## src/rtl/pc_gen_pkg.sv

```systemverilog
// Shared types and default vectors for the fetch-stage program-counter generator.
// Imported by pc_gen and its next-PC selector.
package pc_gen_pkg;

  typedef enum logic [1:0] {
    BOOT,
    RUN,
    HALT
  } pc_state_t;

  typedef enum logic [2:0] {
    SRC_SEQ,
    SRC_BR,
    SRC_JMP,
    SRC_ERET,
    SRC_EXC
  } redirect_src_t;

  localparam logic [31:0] DEFAULT_RESET_VECTOR = 32'h0000_0000;
  localparam logic [31:0] DEFAULT_EXC_VECTOR   = 32'h8000_0180;

  function automatic logic is_redirect(input redirect_src_t src);
    return src != SRC_SEQ;
  endfunction

endpackage

```

## src/rtl/pc_next_sel.sv

```systemverilog
// Combinational next-PC selection: fixed-priority redirect mux with target alignment check.
// Produces the next PC, the EPC load value/enable and the misalignment flag.
module pc_next_sel
  import pc_gen_pkg::*;
#(
  parameter int                 WIDTH       = 32,
  parameter int                 INSTR_BYTES = 4,
  parameter logic [WIDTH-1:0]   EXC_VECTOR  = WIDTH'(DEFAULT_EXC_VECTOR)
) (
  input  pc_state_t         state,
  input  logic              en,
  input  logic              if_ready,
  input  logic              exc,
  input  logic              eret,
  input  logic              jmp,
  input  logic              br_taken,
  input  logic [WIDTH-1:0]  exc_pc,
  input  logic [WIDTH-1:0]  epc,
  input  logic [WIDTH-1:0]  jmp_target,
  input  logic [WIDTH-1:0]  br_target,
  input  logic [WIDTH-1:0]  pc,
  input  logic [WIDTH-1:0]  pc_plus,
  output logic [WIDTH-1:0]  next_pc,
  output logic [WIDTH-1:0]  epc_next,
  output logic              epc_load,
  output logic              misaligned,
  output logic              redirect
);

  localparam logic [WIDTH-1:0] ALIGN_MASK = WIDTH'(INSTR_BYTES - 1);

  redirect_src_t    src;
  logic [WIDTH-1:0] target;

  // Only exceptions and exception returns can wake the PC out of HALT.
  always_comb begin
    src = SRC_SEQ;
    if (state != BOOT) begin
      if (exc)
        src = SRC_EXC;
      else if (eret)
        src = SRC_ERET;
      else if (state == RUN && jmp)
        src = SRC_JMP;
      else if (state == RUN && br_taken)
        src = SRC_BR;
    end
  end

  always_comb begin
    target = '0;
    case (src)
      SRC_ERET: target = epc;
      SRC_JMP:  target = jmp_target;
      SRC_BR:   target = br_target;
      default:  target = '0;
    endcase
  end

  assign misaligned = (src inside {SRC_ERET, SRC_JMP, SRC_BR}) && (|(target & ALIGN_MASK));
  assign redirect   = is_redirect(src);

  // A misaligned target traps like an exception, recording the bad target as EPC.
  always_comb begin
    next_pc  = pc;
    epc_next = target;
    epc_load = 1'b0;
    if (src == SRC_EXC) begin
      next_pc  = EXC_VECTOR;
      epc_next = exc_pc;
      epc_load = 1'b1;
    end else if (misaligned) begin
      next_pc  = EXC_VECTOR;
      epc_load = 1'b1;
    end else if (redirect) begin
      next_pc  = target;
    end else if (state == RUN && en && if_ready) begin
      next_pc  = pc_plus;
    end
  end

endmodule

```

## src/rtl/pc_gen.sv

```systemverilog
// Program-counter generator for the MIPS fetch stage: holds PC, EPC and the
// boot/run/halt state, and presents the fetch address over a valid/ready handshake.
module pc_gen
  import pc_gen_pkg::*;
#(
  parameter int                 WIDTH        = 32,
  parameter int                 INSTR_BYTES  = 4,
  parameter logic [WIDTH-1:0]   RESET_VECTOR = WIDTH'(DEFAULT_RESET_VECTOR),
  parameter logic [WIDTH-1:0]   EXC_VECTOR   = WIDTH'(DEFAULT_EXC_VECTOR)
) (
  input  logic              clk,
  input  logic              rst,
  input  logic              en,
  input  logic              if_ready,
  input  logic              br_taken,
  input  logic [WIDTH-1:0]  br_target,
  input  logic              jmp,
  input  logic [WIDTH-1:0]  jmp_target,
  input  logic              exc,
  input  logic [WIDTH-1:0]  exc_pc,
  input  logic              eret,
  input  logic              halt,
  output logic [WIDTH-1:0]  pc,
  output logic [WIDTH-1:0]  pc_plus,
  output logic              if_valid,
  output logic              if_kill,
  output logic [WIDTH-1:0]  epc,
  output logic              addr_err
);

  pc_state_t        state_q;
  logic [WIDTH-1:0] pc_q;
  logic [WIDTH-1:0] epc_q;
  logic             addr_err_q;

  logic [WIDTH-1:0] next_pc;
  logic [WIDTH-1:0] epc_next;
  logic             epc_load;
  logic             misaligned;
  logic             redirect;

  assign pc       = pc_q;
  assign epc      = epc_q;
  assign addr_err = addr_err_q;
  assign pc_plus  = pc_q + WIDTH'(INSTR_BYTES);
  assign if_valid = (state_q == RUN);
  assign if_kill  = redirect && if_valid;

  pc_next_sel #(
    .WIDTH       (WIDTH),
    .INSTR_BYTES (INSTR_BYTES),
    .EXC_VECTOR  (EXC_VECTOR)
  ) u_next_sel (
    .state      (state_q),
    .en         (en),
    .if_ready   (if_ready),
    .exc        (exc),
    .eret       (eret),
    .jmp        (jmp),
    .br_taken   (br_taken),
    .exc_pc     (exc_pc),
    .epc        (epc_q),
    .jmp_target (jmp_target),
    .br_target  (br_target),
    .pc         (pc_q),
    .pc_plus    (pc_plus),
    .next_pc    (next_pc),
    .epc_next   (epc_next),
    .epc_load   (epc_load),
    .misaligned (misaligned),
    .redirect   (redirect)
  );

  // A halt request loses to any redirect taken in the same cycle.
  always_ff @(posedge clk or negedge rst) begin
    if (!rst) begin
      state_q    <= BOOT;
      pc_q       <= RESET_VECTOR;
      epc_q      <= '0;
      addr_err_q <= 1'b0;
    end else begin
      pc_q       <= next_pc;
      addr_err_q <= misaligned;
      if (epc_load)
        epc_q <= epc_next;
      case (state_q)
        BOOT:    state_q <= RUN;
        RUN:     if (halt && !redirect) state_q <= HALT;
        HALT:    if (redirect) state_q <= RUN;
        default: state_q <= BOOT;
      endcase
    end
  end

endmodule

```

## config.mk

```make
export PLATFORM = sky130hd
export DESIGN_NAME = pc_gen
export DESIGN_NICKNAME = d
export VERILOG_FILES = /design/src/rtl/pc_gen_pkg.sv /design/src/rtl/pc_next_sel.sv /design/src/rtl/pc_gen.sv
export SDC_FILE = /design/constraint.sdc
export NUM_CORES = 1
export LEC_CHECK = 0
export ABC_AREA = 1
export CAP_MARGIN = 20
export CORE_MARGIN = 2
export CORE_UTILIZATION = 48
export DETAILED_ROUTE_END_ITERATION = 10
export GPL_ROUTABILITY_DRIVEN = 0
export GPL_TIMING_DRIVEN = 1
export PLACE_DENSITY = 0.95
export SYNTH_ARGS = -nofsm -noshare
export SYNTH_HDL_FRONTEND = slang
export SYNTH_SLANG_ARGS = --single-unit
```

## constraint.sdc

```tcl
create_clock -name clk -period 4.8 [get_ports clk]
set_clock_uncertainty 0.2 [all_clocks]
set_input_delay 0.96 -clock clk [delete_from_list [all_inputs] [get_ports clk]]
set_output_delay 0.96 -clock clk [all_outputs]
set_load 0.02 [all_outputs]
```

==> results_dict.tcl <==
set metrics [dict create \
    yosys-top-cells-area "dfrtp_1 33%, nand2_1 24%, nor2_1 8.1%" \
    fin_nets 1103 \
    slew_headroom 0.402 \
    viasPerCell 5.13 \
    totalWireLength_um 16700 \
    syn_area_mm2 0.00506 \
    dieHeight_um 107 \
    grt_overflow 0 \
    diodes 0 \
    grt_max_degree 68 \
    synth_edf_count 0 \
    finalHoldViolations 0 \
    drc 0 \
    drtIter0Drc 379 \
    initial_core_util 0.492 \
    maxCapViolCount 0 \
    criticalPathCategory "input pin to output port" \
    synth_cell_types 30 \
    ios 204 \
    wl_per_cell_um 14.6 \
    r2r-start "state_q[1]$_DFFE_PN0P_" \
    ys_warn_count 0 \
    ys.flop_type "dfrtp_1" \
    cts_tree "built" \
    stdcell_count 1138 \
    worst_pin_slew_ns 0.894 \
    ys_seq_area_frac 0.331 \
    clk_pin_slew_ns 0.08 \
    clock_tree.root_cell "clkbuf_8" \
    vias 5833 \
    cp_max_fo 12 \
    die_w_um 107 \
    synth_top_area_frac 0.331 \
    ys_seq_elements 67 \
    p_leak_nw 3.60 \
    holdCritStartpoint "epc[27]$_DFFE_PN0P_" \
    post-dp-hpwl_um 12400 \
    max_freq_ghz 0.254 \
    first_global_vias 5685 \
    power_density_mw_per_mm2 541 \
    p_total_w 0.00391 \
    syn-num-nets 918 \
    finalSetupTns_ns 0 \
    setup_viol 0 \
    syn_avg_cell_area_um2 6.23 \
    startpoint "jmp" \
    synthArstFlopShare 1.00 \
    place_area_mm2 0.00705 \
    yosysTopAreaCell "dfrtp_1" \
    cts_resized 0 \
    hold_class "register to register" \
    timing.final.crit_period_ns 3.94 \
    ctsHoldBuffers 0 \
    yosysMostFrequentCell "nand2_1" \
    cts_made_buffers 9 \
    portBuffers 203 \
    outcome "finished clean" \
    core-area_mm2 0.0103 \
    clkSinkCount 67 \
    track_usage 0.295 \
    slew_violations 0 \
    rows 37 \
    postCtsSetupBuffers 0 \
    ant_nets 0 \
    die-area_mm2 0.0114 \
    start_kind "input pin" \
    placed_cells 1122 \
    clk_latency_ns 0.34 \
    syn_to_final_growth_pct 42.8 \
    drt_first_pass_iters 6 \
    synthCells 812 \
    clock_path_buffers 2 \
    cts_max_level 3 \
    period_share 0.821 \
    antenna_found_initial 0 \
    crit_arrival_ns 2.78 \
    irDropWorstVdd_v 0.000347 \
    yosys-top-cells-count "327 x nand2_1, 109 x nor2_1, 87 x inv_1" \
    required_ns 3.64 \
    grt_pass1_wl_um 26900 \
    rsz0062_at_grt "no" \
    ff2ff_setup_slack_ns 2.24 \
    final_area_mm2 0.00723 \
    end_kind "output port" \
    drive_gt1_frac 0.0619 \
]
==> sequential cells by signal, summed over array words and instances (netlist names) <==
signal	flops
epc	32
state_q	2
pc	32
addr_err	1
==> worst max-delay path, stage by stage <==
cell and delay (ns):
clkdlybuf4s50_1 0.43, inv_1 0.07, nand2_1 0.07, o21ai_4 0.29, nand2_1 0.11, nand3_2 0.12
nand2_1 0.07, inv_1 0.06, clkdlybuf4s50_1 0.59
==> worst paths after layout <==
check                           cells past startpoint                   to
worst min-delay path                                2  epc[27]$_DFFE_PN0P_
max in group asynchronous                           1   pc[24]$_DFFE_PN0P_
worst max-delay path                                9              if_kill
worst min register to register                      2  epc[27]$_DFFE_PN0P_
min in group asynchronous                           1   pc[17]$_DFFE_PN0P_
worst max register to register                     10    pc[7]$_DFFE_PN0P_
==> power by group <==
part	leakage (nW)	switching [W]	internal, W	total [W]
Clock	0.0905	0.000215	0.000215	0.000431
Combinational	2.64	0.00141	0.000991	0.00241
Sequential	0.868	0.000276	0.000797	0.00107
==> stage by stage <==
stage / util / worst slack [ns] / hold WS (ns)
6_report: 0.703 / 0.860 / 0.310
5_1_grt: 0.703 / 0.714 / 0.337
4_1_cts: 0.703 / 0.859 / 0.313
3_5_place_dp: 0.686 / 0.870 / 0.293
3_3_place_gp: 0.686 / 0.925 / 0.293
2_1_floorplan: - / 1.94 / 0.319
==> cells by family (layout without fill, tap and decap cells) <==
group,after synthesis,after routing,share of synthesized area
compound gates,49,49,0.0527
xor+xnor,13,13,0.0225
flops,67,67,0.331
fa+ha+maj,1,1,0.00247
simple gates,554,554,0.472
buf+inv,128,318,0.119
==> per-layer routing <==
metal	vias to the layer above	track usage	share of wire	wire, um
li1	2876	-	-	-
met1	2642	0.359	0.41	6790
met2	274	0.511	0.49	8090
met3	41	0.0529	0.076	1270
met4	0	0.130	0.031	514
met5	-	0	0	0
==> cell type report <==
cell class / count / area (um^2)
fill: 885 / 3050
timing repair buffer: 209 / 2070
multi-input combinational: 617 / 2780
inverter: 93 / 349
clock inverter: 2 / 10.0
clock buffer: 14 / 163
tap: 136 / 170
sequential: 67 / 1680
==> layout by cell type, fill, tap and decap left out, types with 2 or more instances in the layout <==
| cell | instances |
|---|---|
| a21oi_1 | 4 |
| and2_1 | 6 |
| buf_4 | 7 |
| clkbuf_1 | 3 |
| clkbuf_8 | 11 |
| clkdlybuf4s50_1 | 202 |
| clkinv_2 | 2 |
| dfrtp_1 | 67 |
| inv_1 | 87 |
| inv_2 | 6 |
| nand2_1 | 327 |
| nand2_2 | 2 |
| nand3_1 | 71 |
| nand3_2 | 24 |
| nand3b_1 | 2 |
| nand4_1 | 7 |
| nor2_1 | 108 |
| nor2_2 | 4 |
| o21ai_0 | 22 |
| o21ai_1 | 19 |
| xnor2_1 | 3 |
| xor2_1 | 10 |
Note: power is estimated with default switching activity, not from simulation.
